`src/rtl/regfile_pkg.sv`:
```
// -----------------------------------------------------------------------------
// regfile_pkg
//   Shared types for the register-file write-back path.
//   DEF_WIDTH / DEF_DEPTH : default register width and register count
//   addr_t / data_t       : register address and data types at the defaults
//   wb_req_t              : one write-back request {rd, data}
// -----------------------------------------------------------------------------
package regfile_pkg;
   localparam int DEF_WIDTH = 32;
   localparam int DEF_DEPTH = 32;
   localparam int DEF_AW    = $clog2(DEF_DEPTH);

   typedef logic [DEF_AW-1:0]    addr_t;
   typedef logic [DEF_WIDTH-1:0] data_t;

   typedef struct packed {
      addr_t rd;
      data_t data;
   } wb_req_t;
endpackage

```
`src/rtl/regfile_wb_scheduler_rr_arbiter.sv`:
```
// -----------------------------------------------------------------------------
// rr_arbiter
//   Round-robin arbiter with a one-hot grant. Grants the lowest requester at
//   or above the pointer, otherwise wraps to the lowest requester overall.
//   The pointer moves to one past the winner and holds when nobody requests.
//   Ports:
//     clk    in  clock
//     rst    in  asynchronous reset, active-low (grant forced to 0 while low)
//     req    in  N request lines
//     grant  out N one-hot grant, combinational from req and the pointer
// -----------------------------------------------------------------------------
module rr_arbiter #(
   parameter int N = 2
) (
   input  logic         clk,
   input  logic         rst,
   input  logic [N-1:0] req,
   output logic [N-1:0] grant
);
   localparam int PW = (N > 1) ? $clog2(N) : 1;

   logic [PW-1:0] ptr;
   logic [PW-1:0] win;
   logic          hit;

   always_comb begin
      hit   = 1'b0;
      win   = '0;
      grant = '0;
      // first pass: requesters at or above the pointer
      for (int i = 0; i < N; i++) begin
         if (!hit && req[i] && (PW'(i) >= ptr)) begin
            hit = 1'b1;
            win = PW'(i);
         end
      end
      // second pass: wrap around to the lowest requester
      for (int i = 0; i < N; i++) begin
         if (!hit && req[i]) begin
            hit = 1'b1;
            win = PW'(i);
         end
      end
      if (rst && hit) grant[win] = 1'b1;
   end

   always_ff @(posedge clk or negedge rst) begin
      if (!rst)     ptr <= '0;
      else if (hit) ptr <= (win == PW'(N-1)) ? '0 : win + 1'b1;
   end
endmodule

```
`src/rtl/regfile_wb_scheduler.sv`:
```
// -----------------------------------------------------------------------------
// regfile_wb_scheduler
//   Write-back scheduler for the register file's single write port:
//   round-robin arbitration among NUM_REQ requesters, a registered write
//   stage, and a per-register busy scoreboard for RAW detection at issue.
//   Optional macro WB_FWD_EN adds write-to-read forwarding on ports A/B.
//   Ports:
//     clk, rst            clock; asynchronous active-low reset
//     req_valid/ready     per-requester handshake (ready = grant, combinational)
//     req_rd/req_data     per-requester destination and data
//     wr_en/regW/portW    register file write port (registered)
//     issue_valid/rd      issued instruction with a destination -> mark busy
//     regA/regB           read addresses; busy_a/busy_b = busy[regA]/busy[regB]
//     rf_portA/B (fwd)    synchronous register file read data
//     portA/B    (fwd)    read data with the last write forwarded
// -----------------------------------------------------------------------------
module regfile_wb_scheduler
   import regfile_pkg::*;
#(
   parameter int WIDTH   = DEF_WIDTH,
   parameter int DEPTH   = DEF_DEPTH,
   parameter int NUM_REQ = 2,
   parameter int AW      = $clog2(DEPTH)
) (
   input  logic                           clk,
   input  logic                           rst,
   input  logic [NUM_REQ-1:0]             req_valid,
   output logic [NUM_REQ-1:0]             req_ready,
   input  logic [NUM_REQ-1:0][AW-1:0]     req_rd,
   input  logic [NUM_REQ-1:0][WIDTH-1:0]  req_data,
   output logic                           wr_en,
   output logic [AW-1:0]                  regW,
   output logic [WIDTH-1:0]               portW,
   input  logic                           issue_valid,
   input  logic [AW-1:0]                  issue_rd,
   input  logic [AW-1:0]                  regA,
   input  logic [AW-1:0]                  regB,
   output logic                           busy_a,
   output logic                           busy_b
`ifdef WB_FWD_EN
  ,input  logic [WIDTH-1:0]               rf_portA,
   input  logic [WIDTH-1:0]               rf_portB,
   output logic [WIDTH-1:0]               portA,
   output logic [WIDTH-1:0]               portB
`endif
);
   logic [NUM_REQ-1:0] grant;
   logic               sel_vld;
   logic [AW-1:0]      sel_rd;
   logic [WIDTH-1:0]   sel_data;
   logic [DEPTH-1:0]   busy;

   rr_arbiter #(.N(NUM_REQ)) u_arb (
      .clk   (clk),
      .rst   (rst),
      .req   (req_valid),
      .grant (grant)
   );

   assign req_ready = grant;

   // grant is one-hot, so at most one requester is selected
   always_comb begin
      sel_vld  = 1'b0;
      sel_rd   = '0;
      sel_data = '0;
      for (int i = 0; i < NUM_REQ; i++) begin
         if (grant[i]) begin
            sel_vld  = 1'b1;
            sel_rd   = req_rd[i];
            sel_data = req_data[i];
         end
      end
   end

   // write stage: a grant to x0 is consumed but never writes
   always_ff @(posedge clk or negedge rst) begin
      if (!rst) begin
         wr_en <= 1'b0;
         regW  <= '0;
         portW <= '0;
      end else if (sel_vld) begin
         wr_en <= (sel_rd != '0);
         regW  <= sel_rd;
         portW <= sel_data;
      end else begin
         wr_en <= 1'b0;
      end
   end

   // scoreboard: the set is assigned last so it wins over a same-edge clear;
   // x0 is never set, so busy[0] stays 0
   always_ff @(posedge clk or negedge rst) begin
      if (!rst) begin
         busy <= '0;
      end else begin
         if (wr_en && regW != '0)          busy[regW]     <= 1'b0;
         if (issue_valid && issue_rd != '0) busy[issue_rd] <= 1'b1;
      end
   end

   assign busy_a = busy[regA];
   assign busy_b = busy[regB];

`ifndef SYNTHESIS
   // issuing to a register that is still pending (and not retiring this edge) is a WAW
   always @(posedge clk) begin
      if (rst && issue_valid && issue_rd != '0 && !(wr_en && regW == issue_rd))
         assert (!busy[issue_rd])
            else $error("WAW issue to busy register %0d", issue_rd);
   end
`endif

`ifdef WB_FWD_EN
   // the register file read does not see the write committed on the same edge,
   // so remember that write and substitute it for one cycle
   logic             hit_a, hit_b;
   logic [WIDTH-1:0] fwd_a, fwd_b;

   always_ff @(posedge clk or negedge rst) begin
      if (!rst) begin
         hit_a <= 1'b0;
         hit_b <= 1'b0;
         fwd_a <= '0;
         fwd_b <= '0;
      end else begin
         hit_a <= wr_en && (regW == regA) && (regA != '0);
         hit_b <= wr_en && (regW == regB) && (regB != '0);
         fwd_a <= portW;
         fwd_b <= portW;
      end
   end

   assign portA = hit_a ? fwd_a : rf_portA;
   assign portB = hit_b ? fwd_b : rf_portB;
`endif
endmodule

```
`config.mk`:
```
export PLATFORM = sky130hd
export DESIGN_NAME = regfile_wb_scheduler
export DESIGN_NICKNAME = d
export VERILOG_FILES = /design/src/rtl/regfile_pkg.sv /design/src/rtl/regfile_wb_scheduler_rr_arbiter.sv /design/src/rtl/regfile_wb_scheduler.sv
export SDC_FILE = /design/constraint.sdc
export NUM_CORES = 1
export LEC_CHECK = 0
export CAP_MARGIN = 20
export CELL_PAD_IN_SITES_DETAIL_PLACEMENT = 1
export CELL_PAD_IN_SITES_GLOBAL_PLACEMENT = 1
export CORE_UTILIZATION = 34
export CTS_BUF_LIST = sky130_fd_sc_hd__clkbuf_2
export CTS_CLUSTER_SIZE = 20
export DETAILED_ROUTE_END_ITERATION = 8
export GPL_TIMING_DRIVEN = 1
export HOLD_SLACK_MARGIN = 0.06
export PLACE_DENSITY = 0.83
export SLEW_MARGIN = 20
export SYNTH_ARGS = -nofsm -noshare
export SYNTH_HDL_FRONTEND = slang
export SYNTH_SLANG_ARGS = --single-unit
export TNS_END_PERCENT = 10
```
`constraint.sdc`:
```
create_clock -name clk -period 1.55 [get_ports clk]
set_input_delay 0.2325 -clock clk [delete_from_list [all_inputs] [get_ports clk]]
set_output_delay 0.2325 -clock clk [all_outputs]
set_load 0.01 [all_outputs]
```
Yosys cells after proc, flatten, opt, wreduce, memory -nomap -nowiden
Cells that the tools add are included.
- $add $sub $neg: 1
- multiply operators: 0
- divide/modulo/power cells: 0
- $lt $le $gt $ge: 10
- equality and inequality tests: 0
- shift-type cells: 0
- muxes and demuxes: 28
- bitwise gates (word level): 3
- reductions and logical operators: 17
- operators with widths (cell ; count):
    2-to-1 mux 32 bit ; 4
    bitwise AND 32 bit ; 1
    NOT 32 bit ; 1
    bitwise OR 32 bit ; 1
    less-than comparator 5 x 6 -> 1 bit, second input constant ; 4
    2-to-1 mux 1 bit ; 16
    nonzero test 5 bit ; 3
    logical AND 1 bit ; 11
    binary-select mux 1 bit (select 5 bit) ; 2
    demux 1 bit (select 5 bit) ; 2
    >= comparator 5 x 1 -> 1 bit, second input constant ; 2
    2-to-1 mux 5 bit ; 2
    zero test 1 bit ; 3
    >= comparator 1 bit, first input constant ; 2
    less-than comparator 1 x 2 -> 1 bit, second input constant ; 1
    2-to-1 mux 2 bit ; 1
    adder 1 bit, second input constant ; 1
    demux 1 bit (select 1 bit) ; 1
    >= comparator 1 bit, second input constant ; 1
- bits in registers: 71
- latch bits: 0
- RAM bits: 0
- memory bits (read-only): 0
- output and inout bits: 42
- word-level logic and storage cells: 64
- memories: 0

Depth between registers and ports, before layout
Gate-level depths: netlist of the first run.
- depth in word-level cells: 22
- mapped depth: 7

Hierarchy
Synthesis of the first run repeated with hierarchy kept, for this count alone.
- cells, all modules: 385
- area total of the unflattened synthesis: 3761.1 µm²
- modules (own cells, without submodules) (module ; times used ; cells an instance ; area an instance (µm²) ; seq. area each (µm²)):
    regfile_wb_scheduler ; 1 ; 377 ; 3702.3 ; 1751.7
    rr_arbiter ; 1 ; 8 ; 58.8 ; 25.0

Worst setup path before layout of the first run
Ideal clock, no wire load.
- kind: input -> output
- start point: in regA[1]
- end point: out busy_a
- arrival: 1157 ps
- required time: 1317 ps
- slack: 161 ps
- cell stages on the path: 7
- path buffers: 2
- cell sequence: buf_6 -> buf_12 -> mux2i_1 -> a22oi_1 -> nand3_1 -> nand2_1 -> a311o_1
- longest elaborated chain between the ends: 2
- RTL lines (element ; RTL line ; text):
    start, declared ; regfile_wb_scheduler.sv:36 ; input logic [AW-1:0] regA,
    binary-select mux 1 bit (select 5 bit) ; regfile_wb_scheduler.sv:102 ; assign busy_a = busy[regA];
    2-to-1 mux 1 bit (not written as such) ; regfile_wb_scheduler.sv:102 ;
    end, declared ; regfile_wb_scheduler.sv:38 ; output logic busy_a,
Every way passes these cells. The select of a mux whose other input is x is not followed.

Final worst setup path of the first run
- start point: reg busy[19]
- end point: out busy_b
- longest elaborated chain between the ends: 2
- RTL lines (element ; RTL line ; text):
    start, declared ; regfile_wb_scheduler.sv:51 ; logic [DEPTH-1:0] busy;
    start signal, assigned ; regfile_wb_scheduler.sv:95 ; busy <= '0;
    start signal, assigned by index ; regfile_wb_scheduler.sv:97 ; if (wr_en && regW != '0) busy[regW] <= 1'b0;
    start signal, assigned by index ; regfile_wb_scheduler.sv:98 ; if (issue_valid && issue_rd != '0) busy[issue_rd] <= 1'b1;
    binary-select mux 1 bit (select 5 bit) ; regfile_wb_scheduler.sv:103 ; assign busy_b = busy[regB];
    2-to-1 mux 1 bit (not written as such) ; regfile_wb_scheduler.sv:103 ;
    end, declared ; regfile_wb_scheduler.sv:39 ; output logic busy_b
Every way passes these cells. The select of a mux whose other input is x is not followed.

==> out/qor.yml, run 1 <==
status: "finished with violations"
violations: "setup timing"
fillCellCount: 1102
coreArea_um2: 9950
drc: 0
yosysUniqueCellTypes: 28
grt_pass1_vias: 3988
min_path_type: "in -> reg"
die_h_um: 104
multiInputGateArea_um2: 1530
grt_overflow: 0
setup_viol: 4
area_growth_pct: 52.7
reg2reg_depth: 7
ios: 136
drt-initial-drc-count: 273
antenna_found_initial: 0
cts_buffers: 9
register_area_um2: 1780
routed_wl_um: 13400
combPwrFrac_pct: 35.4
postRouteAntennaNets: 0
cp-end-kind: "output port"
fin_crit_sh_pct: 140
drt-vias-per-instance: 5.64
synth_seq_cells: 71
p_int_mw: 3.61
fp-row-count: 36
nNetsFinal: 612
synthTopCellsByArea: "dfrtp_1 50%, a222oi_1 10%, mux2i_1 9.0%"
switching_share_pct: 36.7
netlist_top_cells_count: "71 x dfrtp_1, 63 x o21ai_0, 40 x inv_1"
p_total_mw: 5.69
relSlewSlack_pct: 41.9
clkPwrFrac_pct: 15.6
num_vias: 3698
p_leak_nw: 2.42
hold_violations: 0
worstReg2RegEnd: "portW[31]"
seqPwrFrac_pct: 48.9
yosysSeqAreaShare_pct: 49.9
final_cells: 656
rsz0062_at_grt: "true"
final_critical_path_setup_slack_ns: -0.612
rrSetupSlack_ns: 0.01
diodes: 0
synthArstFlopShare_pct: 100
maxSlewViolCount: 0
drive_gt1_share_pct: 17.6
postPlaceCellArea_um2: 5230
yosysTopAreaCell: "dfrtp_1"
io_buffers: 135
min_path_cells: 3
critPathRequiredTime_ns: 1.32
synthCells: 345
tightest_slew_ns: 0.871
drv_cap: 0
clock_skew_ns: 0.0250
grt_pass1_wl_um: 20800
layout_min_cycle_time_ns: 2.16
synth_edf_count: 0
critPathLaunchType: "flip-flop"
r2r_start: "u_arb.ptr"
netlist_area_um2: 3560
p_per_area_nw_per_um2: 1050
routabilityCongestion: 0.848
hpwl_um: 9700
worstHoldStart: "req_data[13]"
clkTransAtPathRegs_ns: 0.21
grt_usage_pct: 24.7
grt_start_max_net_pins: 72
clock_path_buffers: 2
h-tree-depth: 3
cts_tree: "yes"
worstPathMaxFanout: 2
criticalPathCategory: "reg -> out"
die-area_um2: 10900
synth_top_area_share_pct: 49.9
clockRootBuffer: "clkbuf_2"
worstSkewPairLatency_ns: 0.55
fmax_mhz: 462
tns_ns: -1.30
synth_warnings: 0
hold_end: "portW[13]"
p_sw_mw: 2.09
synth_ff_type: "dfrtp_1"
die_w_um: 104
design_area_um2: 5440
peakVddDrop_mv: 0.428
cp.arrival_ns: 1.93
syn_nets: 439
avgSynthCellArea_um2: 10.3
wire_per_inst_um: 20.5
cts_sinks: 71
placedCellCount: 625
first_pass_iters: 8
yosysMostFrequentCell: "dfrtp_1"
start_util_pct: 35.8
[per-layer routing]
metal	global-route usage, %	up-vias	share of wire [%]
li1	-	1659	-
met2	45.0	155	53
met4	8.98	0	2.0
met3	7.83	23	6.4
met1	26.7	1861	38
met5	0	-	0
[worst max-delay path: stages (launching register included)]
cell	delay (ns)
dfrtp_1	0.44
buf_4	0.15
mux2i_1	0.14
a22oi_1	0.10
nand4b_1	0.10
a21oi_1	0.05
a311o_1	0.27
buf_2	0.14
[cells by family (layout without fill, tap and decap cells)]
| group | after synthesis | in the layout | share of synthesized area, % |
|---|---|---|---|
| compound gates | 123 | 123 | 23.6 |
| mux | 32 | 32 | 9.00 |
| simple gates | 62 | 62 | 9.70 |
| buf+inv | 57 | 235 | 7.77 |
| flops | 71 | 71 | 49.9 |
[power by group through the flow]
stage | combinational [mW] | sequential [mW] | clock [mW]
after floorplan | 0.853 | 2.71 | 0
after global placement | 1.81 | 2.78 | 0
after detailed placement | 1.90 | 2.81 | 0
after CTS | 1.95 | 2.75 | 0.912
after global routing | 2.22 | 2.84 | 0.987
final | 2.02 | 2.78 | 0.890
[timing repair]
action | in CTS | in global routing
setup endpoints to repair | 42 | 53
gates cloned | 0 | 2
buffers inserted | 10 | 2
pin swaps | 12 | 18
resized for setup | 84 | 45
hold buffers | 1 | 0
hold endpoints to repair | 71 | 0
[cell usage in the layout, fill, tap and decap left out, types with 6 or more instances in the layout]
master           instances
a21oi_1                  6
a222oi_1                37
a22oi_1                  8
buf_2                    9
buf_4                   32
buf_6                    6
clkbuf_2                15
clkdlybuf4s15_1         21
clkdlybuf4s50_1         92
dfrtp_1                 66
inv_1                   39
mux2i_1                 32
nand2_1                 18
nand3_1                 11
nand3b_1                 9
o21ai_0                 60
[state kept, by name, summed over array words and instances (netlist names)]
name / cells
wr_en: 1
portW: 32
u_arb.ptr: 1
busy: 32
regW: 5
[how the worst max path moves through the flow]
stage | from | slack (ns) | cells past startpoint | to
CTS | busy[15] | -0.62 | 6 | busy_b
global placement | regA[1] | -0.83 | 8 | busy_a
detailed placement | regB[1] | -0.88 | 8 | busy_b
finish | busy[19] | -0.61 | 7 | busy_b
global route | busy[15] | -0.74 | 6 | busy_b
floorplan | regA[1] | 0.16 | 7 | busy_a
[through the flow]
step	utilization, %	setup slack, ns	hold WS [ns]
after floorplan	-	0.161	-0.0631
after global routing	54.6	-0.743	0.230
after CTS	53.7	-0.622	0.226
final	54.6	-0.612	0.262
after global placement	52.5	-0.833	0.418
after detailed placement	52.5	-0.875	0.424
[area by class of cell]
cell class | count | area share [%]
clock inverters | 7 | 0.736
flip-flops and latches | 71 | 32.8
well taps | 133 | 3.06
repair buffers | 179 | 31.6
multi-input cells | 217 | 28.1
inverters | 40 | 2.81
clock buffers | 9 | 0.829
Power figures use the tool's default switching activity.
==> run 2: changes to the inputs <==
--- a/config.mk
+++ b/config.mk
@@ -5,13 +5,15 @@
 export SDC_FILE = /design/constraint.sdc
 export NUM_CORES = 1
 export LEC_CHECK = 0
+export ABC_AREA = 1
 export CAP_MARGIN = 20
 export CELL_PAD_IN_SITES_DETAIL_PLACEMENT = 1
 export CELL_PAD_IN_SITES_GLOBAL_PLACEMENT = 1
-export CORE_UTILIZATION = 34
+export CORE_UTILIZATION = 32
 export CTS_BUF_LIST = sky130_fd_sc_hd__clkbuf_2
 export CTS_CLUSTER_SIZE = 20
 export DETAILED_ROUTE_END_ITERATION = 8
+export GPL_ROUTABILITY_DRIVEN = 0
 export GPL_TIMING_DRIVEN = 1
 export HOLD_SLACK_MARGIN = 0.06
 export PLACE_DENSITY = 0.83
==> run 2 against run 1 <==
  * Worst hold slack worse by 0.0058 ns
  * Final cell count is 22% higher
  * First-iteration DRC count down 44%
  * Via count up 14%
  * Largest cell class unchanged
  * Register-to-register slack better by 0.10 ns
  * Fmax up 12%
  * Clock skew is 0.015 ns higher
  * Die area increased by 11%
  * The run still ends with setup timing left
  * Global-route usage increased by 1.6 points
==> out/qor.yml, run 2 <==
netlist_top_cells_count: "204 x nand2_1, 104 x nand3_1, 71 x dfrtp_1"
drv_cap: 0
grt_pass1_wl_um: 23600
p_total_mw: 6.79
nNetsFinal: 752
drt-initial-drc-count: 153
hpwl_um: 11100
cts_tree: "yes"
worstSkewPairLatency_ns: 0.49
grt_overflow: 0
p_per_area_nw_per_um2: 1210
grt_pass1_vias: 4660
syn_nets: 593
cp-end-kind: "output port"
peakVddDrop_mv: 0.504
postRouteAntennaNets: 0
avgSynthCellArea_um2: 7.44
critPathRequiredTime_ns: 1.32
synthArstFlopShare_pct: 100
worstPathMaxFanout: 17
clockRootBuffer: "clkbuf_2"
setup_viol: 3
crit_path_end: "busy_a"
min_path_type: "in -> reg"
die-area_um2: 12000
worstReg2RegEnd: "busy[21]"
yosysMostFrequentCell: "nand2_1"
grt_start_max_net_pins: 51
criticalPathCategory: "in -> out"
synth_ff_type: "dfrtp_1"
drc: 0
final_cell_mix: "196 x nand2_1, 94 x nand3_1, 92 x clkdlybuf4s50_1"
relSlewSlack_pct: 55.7
design_area_um2: 5610
post-place-ws_ns: -0.772
crit_family: "buffers and inverters"
synth_seq_cells: 71
crit_buf_inv: 4
clock_path_buffers: 2
wl_met2_um: 7580
tightest_slew_ns: 0.664
grt_usage_pct: 26.4
routed_wl_um: 14800
diodes: 0
reg2reg_depth: 4
critical_path.slowest_cell: "clkdlybuf4s50_1"
die_w_um: 110
layout_commonest_cell: "nand2_1"
synth_top_area_share_pct: 47.9
fin_crit_sh_pct: 125
rsz0062_at_grt: "true"
drt-vias-per-instance: 5.26
wirelength_met1_um: 5550
slowest_delay_ns: 0.52
fillCellCount: 1417
netlist_area_um2: 3710
highest_layer: "met4"
ios: 136
critPathLaunchType: "input port"
yosysTopAreaCell: "dfrtp_1"
cts_sinks: 71
yosysUniqueCellTypes: 18
postPlaceCellArea_um2: 5350
cp.arrival_ns: 1.70
dr_wl_met3_um: 1100
clock_skew_ns: 0.0405
startpoint: "regA[0]"
fp-row-count: 38
status: "finished with violations"
die_h_um: 110
io_buffers: 135
fmax_mhz: 518
tns_ns: -0.747
synth_warnings: 0
p_leak_nw: 2.63
coreArea_um2: 11100
worst_hold_slack_ns: 0.256
wire_per_inst_um: 18.4
cts_buffers: 9
h-tree-depth: 3
layout_min_cycle_time_ns: 1.93
violations: "setup timing"
synth_edf_count: 0
final_cells: 802
synthTopCellsByArea: "dfrtp_1 48%, nand2_1 21%, nand3_1 14%"
area_growth_pct: 51.2
synthCells: 499
drive_gt1_share_pct: 13.0
num_vias: 4221
cp_common_cell: "nand2_1"
post-route-util_pct: 50.7
maxSlewViolCount: 0
clkTransAtPathRegs_ns: 0.22
placedCellCount: 781
rrSetupSlack_ns: 0.11
cp_cell_sequence: "clkdlybuf4s50_1 -> buf_12 -> inv_6 -> nand2_1 -> nand3_1 -> nand3_1 -> nand2_1 -> nand2_1 -> nand2_1 -> nand2_1 -> nand2_1 -> buf_2"
hold_violations: 0
first_pass_iters: 4
reg_top3: "busy: 32 flops, portW: 32 flops, regW: 5 flops"
yosysSeqAreaShare_pct: 47.9
antenna_found_initial: 0
start_util_pct: 33.5
final_critical_path_setup_slack_ns: -0.380
cp.depth: 12
r2r_start: "regW[1]"
==> run 2: changes by cell type after synthesis, sizes merged, moves of 5 or more <==
cell / delta
nand2: +186
nand3: +93
a222oi: -37
mux2i: -32
inv: -14
a21oi: -9
nand3b: -9
a22oi: -8
buf: +8
clkbuf: -5
==> run 2: worst reg2reg max path, cell delays in order (launching register included) <==
cell and delay [ns]:
dfrtp_1 0.49, inv_1 0.21, nand3_2 0.23, o21ai_0 0.25, o21ai_0 0.11
==> run 2: timing repair <==
item                       in CTS  in global routing
buffers inserted                5                  0
hold endpoints to repair       71                  0
pin swaps                      15                 10
hold buffers                    1                  0
resized for setup              83                 29
setup endpoints to repair      42                 35
==> run 2: cell type report <==
type                       instances  area [um^2]  share of cell area (%)
sequential                        71         1780                    31.8
multi-input combinational        382         1770                    31.5
timing repair buffer             168         1620                    28.9
tap                              140          175                    3.12
clock inverter                     5          108                    1.92
inverter                          26          108                    1.92
clock buffer                      10         50.0                   0.892
==> run 2: kinds of logic after synthesis <==
kind of cell / Yosys count / synth area share (%)
simple gates: 314 / 35.7
compound gates: 68 / 9.64
flops: 71 / 47.9
buf+inv: 46 / 6.81
==> run 2: routing by layer <==
metal | vias to the layer above | global-route usage, %
met1 | 2064 | 27.6
met2 | 155 | 46.7
met3 | 36 | 8.36
met5 | - | 0
li1 | 1966 | -
met4 | 0 | 14.7
==> run 2: where the power goes <==
group	total (mW)	leakage (nW)	switching (mW)	internal (mW)
logic	2.34	1.70	1.21	1.13
clock network	1.39	0.0922	0.694	0.700
registers	3.05	0.832	0.639	2.41
==> run 2: worst min-delay path by stage <==
stage / slack [ns] / cells past startpoint / endpoint / startpoint
2_1_floorplan: -0.06 / 0 / busy[0] / rst
3_3_place_gp: 0.28 / 2 / u_arb.ptr / rst
3_5_place_dp: 0.29 / 2 / u_arb.ptr / rst
4_1_cts: 0.19 / 5 / regW[0] / rst
5_1_grt: 0.21 / 3 / portW[29] / req_data[29]
6_report: 0.26 / 3 / portW[25] / req_data[25]
